### config.mk
export PLATFORM = sky130hd
export DESIGN_NAME = data_sync
export DESIGN_NICKNAME = d
export VERILOG_FILES = /design/src/rtl/data_sync.sv
export SDC_FILE = /design/constraint.sdc
export NUM_CORES = 1
export LEC_CHECK = 0
export CAP_MARGIN = 5
export CORE_AREA = 4 4 41 43
export CTS_CLUSTER_DIAMETER = 100
export CTS_CLUSTER_SIZE = 14
export DETAILED_ROUTE_END_ITERATION = 7
export DIE_AREA = 0 0 45 47
export GPL_TIMING_DRIVEN = 0
export HOLD_SLACK_MARGIN = 0.1
export PLACE_DENSITY_LB_ADDON = 0.05
export REMOVE_ABC_BUFFERS = 1
export SYNTH_ARGS = -nofsm -noshare
export SYNTH_HDL_FRONTEND = slang
export SYNTH_SLANG_ARGS = --single-unit
export TNS_END_PERCENT = 30
### constraint.sdc
create_clock -name CLK -period 2.4 [get_ports CLK]
set_input_delay 0.36 -clock CLK [delete_from_list [all_inputs] [get_ports CLK]]
set_output_delay 0.36 -clock CLK [all_outputs]
set_load 0.01 [all_outputs]
### src/rtl/data_sync.sv
// Destination-domain bus synchronizer: syncs a level enable, captures UNSYNC_BUS on its rising edge.
// Latency: capture lands NUM_STAGES edges after BUS_EN is first sampled high; ENABLE_PULSE lasts one cycle.
// Backpressure: a word is held with VALID until READY; a new capture while still held overwrites it and sets sticky OVERRUN.
//
// Ports:
//   CLK, RST             destination clock, synchronous active-high reset
//   UNSYNC_BUS, BUS_EN   source-domain data and level enable (BUS_EN asynchronous to CLK)
//   READY, CLR_OVERRUN   consumer handshake and sticky-flag clear
//   SYNC_BUS, ENABLE_PULSE, VALID, OVERRUN   registered outputs
module data_sync #(
    parameter int NUM_STAGES = 2,
    parameter int BUS_WIDTH  = 8
) (
    input  logic                 CLK,
    input  logic                 RST,
    input  logic [BUS_WIDTH-1:0] UNSYNC_BUS,
    input  logic                 BUS_EN,
    input  logic                 READY,
    input  logic                 CLR_OVERRUN,
    output logic [BUS_WIDTH-1:0] SYNC_BUS,
    output logic                 ENABLE_PULSE,
    output logic                 VALID,
    output logic                 OVERRUN
);

    typedef enum logic [0:0] {
        IDLE = 1'b0,
        HOLD = 1'b1
    } state_t;

    logic [NUM_STAGES-1:0] sync_q, sync_d;
    logic                  en_dly_q, en_dly_d;
    logic [BUS_WIDTH-1:0]  sync_bus_q, sync_bus_d;
    logic                  pulse_q, pulse_d;
    logic                  overrun_q, overrun_d;
    state_t                state_q, state_d;

    logic en_s;
    logic capture;
    logic set_overrun;

    // Only the first stage ever sees the asynchronous BUS_EN.
    assign en_s    = sync_q[NUM_STAGES-1];
    assign capture = en_s & ~en_dly_q;

    // A capture onto a word the consumer has not taken loses that word.
    assign set_overrun = (state_q == HOLD) & capture & ~READY;

    always_comb begin
        sync_d     = {sync_q[NUM_STAGES-2:0], BUS_EN};
        en_dly_d   = en_s;
        sync_bus_d = sync_bus_q;
        pulse_d    = 1'b0;
        state_d    = state_q;
        // Set wins over a simultaneous clear.
        overrun_d  = set_overrun | (overrun_q & ~CLR_OVERRUN);

        if (capture) begin
            sync_bus_d = UNSYNC_BUS;
            pulse_d    = 1'b1;
        end

        case (state_q)
            IDLE: begin
                if (capture) begin
                    state_d = HOLD;
                end
            end
            HOLD: begin
                // A capture keeps us in HOLD whether or not the old word was taken.
                if (!capture && READY) begin
                    state_d = IDLE;
                end
            end
            default: state_d = IDLE;
        endcase

        if (RST) begin
            sync_d     = '0;
            en_dly_d   = 1'b0;
            sync_bus_d = '0;
            pulse_d    = 1'b0;
            overrun_d  = 1'b0;
            state_d    = IDLE;
        end
    end

    always_ff @(posedge CLK) begin
        sync_q     <= sync_d;
        en_dly_q   <= en_dly_d;
        sync_bus_q <= sync_bus_d;
        pulse_q    <= pulse_d;
        overrun_q  <= overrun_d;
        state_q    <= state_d;
    end

    assign SYNC_BUS     = sync_bus_q;
    assign ENABLE_PULSE = pulse_q;
    assign VALID        = (state_q == HOLD);
    assign OVERRUN      = overrun_q;

endmodule
# Yosys cells after proc, flatten, opt, wreduce, memory -nomap -nowiden
# Index checks and enable logic that the tools add are counted.
word_totals:
  n_memories: 0
  romBits: 0
  ramBits: 0
  ff_bits: 14
  elab_cells: 20
  latchBits: 0
  input_bits: 13
  output_inout_bits: 11
classes:
  muxes: 3
  add_sub_neg: 0
  magnitude_cmp: 0
  eq_ne: 0
  n_shift: 0
  mul: 0
  n_reduce_logical: 2
  div: 0
  bitwise: 9
ops:
  columns: ["cell", "n"]
  rows:
  - ["$and A1 B1 Y1", 4]
  - ["$not A1 Y1", 4]
  - ["$mux W1", 2]
  - ["$pmux W1 S2", 1]
  - ["$logic_and A1 B1 Y1", 1]
  - ["$logic_not A1 Y1", 1]
  - ["$or A1 B1 Y1", 1]

# Logic depth before layout (Yosys ltp)
logic_depth:
  depth_word: 6
  depth_mapped: 4

# Worst setup path after synthesis
# Ideal clock, no wire load.
synth_timing:
  path_type: "register -> register"
  start: "register en_dly_q"
  end: "register sync_bus_q[0], in the netlist SYNC_BUS[0]"
  period_less_slack_ns: 0.809
  path_stages_with_launch: 5
  arrival_ns: 0.690
  t_required_ns: 2.281
  n_path_buf: 1
  setup_time_ns: 0.119
  setup_slack_ns: 1.591
  path_cell_list: "dfxtp_1 -> nand2b_1 -> buf_4 -> nand2_1 -> a21oi_1"
synth_between:
  elab_chain_cells: 2
synth_lines:
  columns: ["element", "line_no", "rtl"]
  rows:
  - ["from (decl)", "32", "logic en_dly_q, en_dly_d;"]
  - ["from (signal assigned)", "90", "en_dly_q <= en_dly_d;"]
  - ["$not A1 Y1", "44", "assign capture = en_s & ~en_dly_q;"]
  - ["$and A1 B1 Y1", "44", null]
  - ["to (signal assigned)", "91", "sync_bus_q <= sync_bus_d;"]
  - ["to (decl)", "33", "logic [BUS_WIDTH-1:0] sync_bus_q, sync_bus_d;"]
# No other way between the ends.
# A chain may end at the register's enable or synchronous reset.

# Worst setup path after layout
layout_timing:
  start: "register sync_bus_q[4], in the netlist SYNC_BUS[4]"
  end: "output port SYNC_BUS[4]"
layout_rtl:
  columns: ["element", "line_no", "rtl"]
  rows:
  - ["to (decl)", "20", "output logic [BUS_WIDTH-1:0] SYNC_BUS,"]
# No word-level cell between the ends.

==> flow_summary.yaml <==
status:
  status: "finished clean"
synth:
  yosysTopAreaCell: "dfxtp_1"
  synth-seq-area-share_pct: 60.9
  synth_compound_area_share_pct: 11.1
  synth_edf_count: 0
  syn_inst: 52
  ys_ff_latch: 14
  synth_top_family_by_area: "simple AND/OR/NAND/NOR gates"
  yosysMostFrequentCell: "nand2_1"
  synth_common_cells: "nand2_1, dfxtp_1, a21oi_1"
  ys.flop_type: "dfxtp_1"
  yosysTopAreaCellShare_pct: 60.9
  yosys_warnings: 0
  synthAdderAreaFrac_pct: 0
  synth_xor_area_share_pct: 0
  ys_types: 10
  synth_area_leaders: "dfxtp_1, nand2_1, a21oi_1, nor2b_1, nand2b_1"
  synth.area.mux_share_pct: 0
  synthArstFlopShare_pct: 0
  yosys.area_share.simple_pct: 23.4
  syn_area_per_cell_um2: 8.85
  synth.cell_area_um2: 460
floorplanning:
  io_pins: 24
  rows: 13
  die_w_um: 45
  dieArea_um2: 2120
  fp.dieH_um: 47
  core-area_um2: 1300
  initial_core_util_pct: 35.4
sta:
  fin_crit_ns: 1.51
  rsz0062_at_grt: "false"
  fin_worst_skew_ns: 0.000598
  finalHoldViolations: 0
  finalSetupTns_ns: 0
  timing.final.ws_setup_ns: 0.885
  setup_violations: 0
  maxSlewHeadroom_pct: 62.5
  clock.fmax_mhz: 660
  holdWs_ns: 0.442
  post-route-period-util_pct: 63.1
  slew_viol_final: 0
  tightest_slew_ns: 0.561
critical_path:
  critical_path.max_stage_delay_ns: 0.54
  start_kind: "flip-flop"
  cp_cell_sequence: "clkdlybuf4s50_1"
  worst_path_max_delay_cell: "clkdlybuf4s50_1"
  cp.required_ns: 2.04
  path_class: "flip-flop to output pin"
  crit_family: "buffers and inverters"
  critPathMaxFanout: 2
  path_buf_inv: 1
  cp_data_arrival_time_ns: 1.15
  cp-end-kind: "output pin"
clocking:
  cts-hold-fix-buffers: 0
  cts_tree: "built"
  cts_buffers: 3
  cts_sinks: 14
  htreeDepth: 1
  cts.path.max_buffers: 2
  cts_setup_buffers: 0
  path_clk_slew_ns: 0.08
  clock-root-buffer: "clkbuf_4"
  clock_latency_ns: 0.27
  cts_resized: 0
route:
  drcViolationCount: 0
  dr_total_vias: 393
  wire_per_inst_um: 10.3
  drtIter0Drc: 8
  dr.pass1.iters: 4
  wl_um: 933
  final_antenna_net_count: 0
  viasPerCell: 4.32
place:
  dp_slack_ns: 1.03
  place_hpwl_um: 656
  numPortBuffers: 23
  dp_cells: 87
  gp_congestion: 0.630
cells_and_area:
  syn_to_final_growth_pct: 58.2
  layout.nets: 90
  antenna_cells: 0
  final_layout_size_suffix_gt1_share_pct: 5.26
  final_cells: 91
  fill_cells: 140
grt:
  groute.usage.overall_pct: 9.21
  antenna_found_initial: 0
  overflow: 0
  grt_pass1_wl_um: 1330
  grt_pass1_vias: 304
  grt_max_degree: 15
run:
  cap_violations: 0
power:
  max-vdd-ir-drop_mv: 0.273
  power.leakage_nw: 0.262
  powerDensity_nw_per_um2: 626
min_path:
  hold_path_class: "flip-flop to flip-flop"
[final cells by class]
type | instances | area (µm²) | share of cell area (%)
timing repair buffer | 23 | 230 | 31.6
sequential | 14 | 280 | 38.5
tap | 15 | 18.8 | 2.58
inverter | 1 | 3.75 | 0.515
clock buffer | 4 | 36.3 | 4.98
multi-input combinational | 34 | 159 | 21.8
[logic make-up after synthesis]
kind of cell | after synthesis
buf+inv | 4
simple gates | 24
compound gates | 10
flops | 14
[metal layers]
metal | vias to the layer above | GRT usage, % | share of wire [%]
met5 | - | 0 | 0
met4 | 0 | 7.02 | 0
met3 | 0 | 4.21 | 15
met2 | 22 | 10.7 | 38
met1 | 160 | 12.7 | 47
li1 | 211 | - | -
[placed cells by master, fill, tap and decap left out, drive strengths merged]
cell           count
dfxtp             14
clkbuf             4
nand2             16
nand2b             2
nor2               1
nor2b              5
a21oi              9
clkdlybuf4s50     23
inv                1
o22ai              1
[final timing paths]
| kind | slack [ns] | cells past startpoint | from | endpoint |
|---|---|---|---|---|
| worst max-delay path | 0.89 | 1 | SYNC_BUS[4] | SYNC_BUS[4] |
| worst min-delay path | 0.44 | 1 | sync_q[0] | sync_q[1] |
| worst max register to register | 1.27 | 3 | sync_q[1] | SYNC_BUS[1] |
| worst min register to register | 0.44 | 1 | sync_q[0] | sync_q[1] |
[power by group]
group          internal, mW  switching, mW  leakage, nW
combinational        0.0310         0.0174        0.127
sequential            0.240        0.00315        0.114
clock                0.0922         0.0722       0.0210
total                 0.363         0.0927        0.262
[flip-flops by register name, indices dropped and copies added (netlist names)]
name          cells
en_dly_q          1
VALID             1
ENABLE_PULSE      1
SYNC_BUS          8
OVERRUN           1
sync_q            2
[stage by stage]
stage,power [mW],instance area [µm²],util [%]
final,0.456,728,56.0
after CTS,0.464,728,56.0
after detailed placement,0.297,692,53.2
after floorplan,0.261,443,-
after global routing,0.480,728,56.0
after global placement,0.297,692,53.2
(Power assumes the default switching activity.)
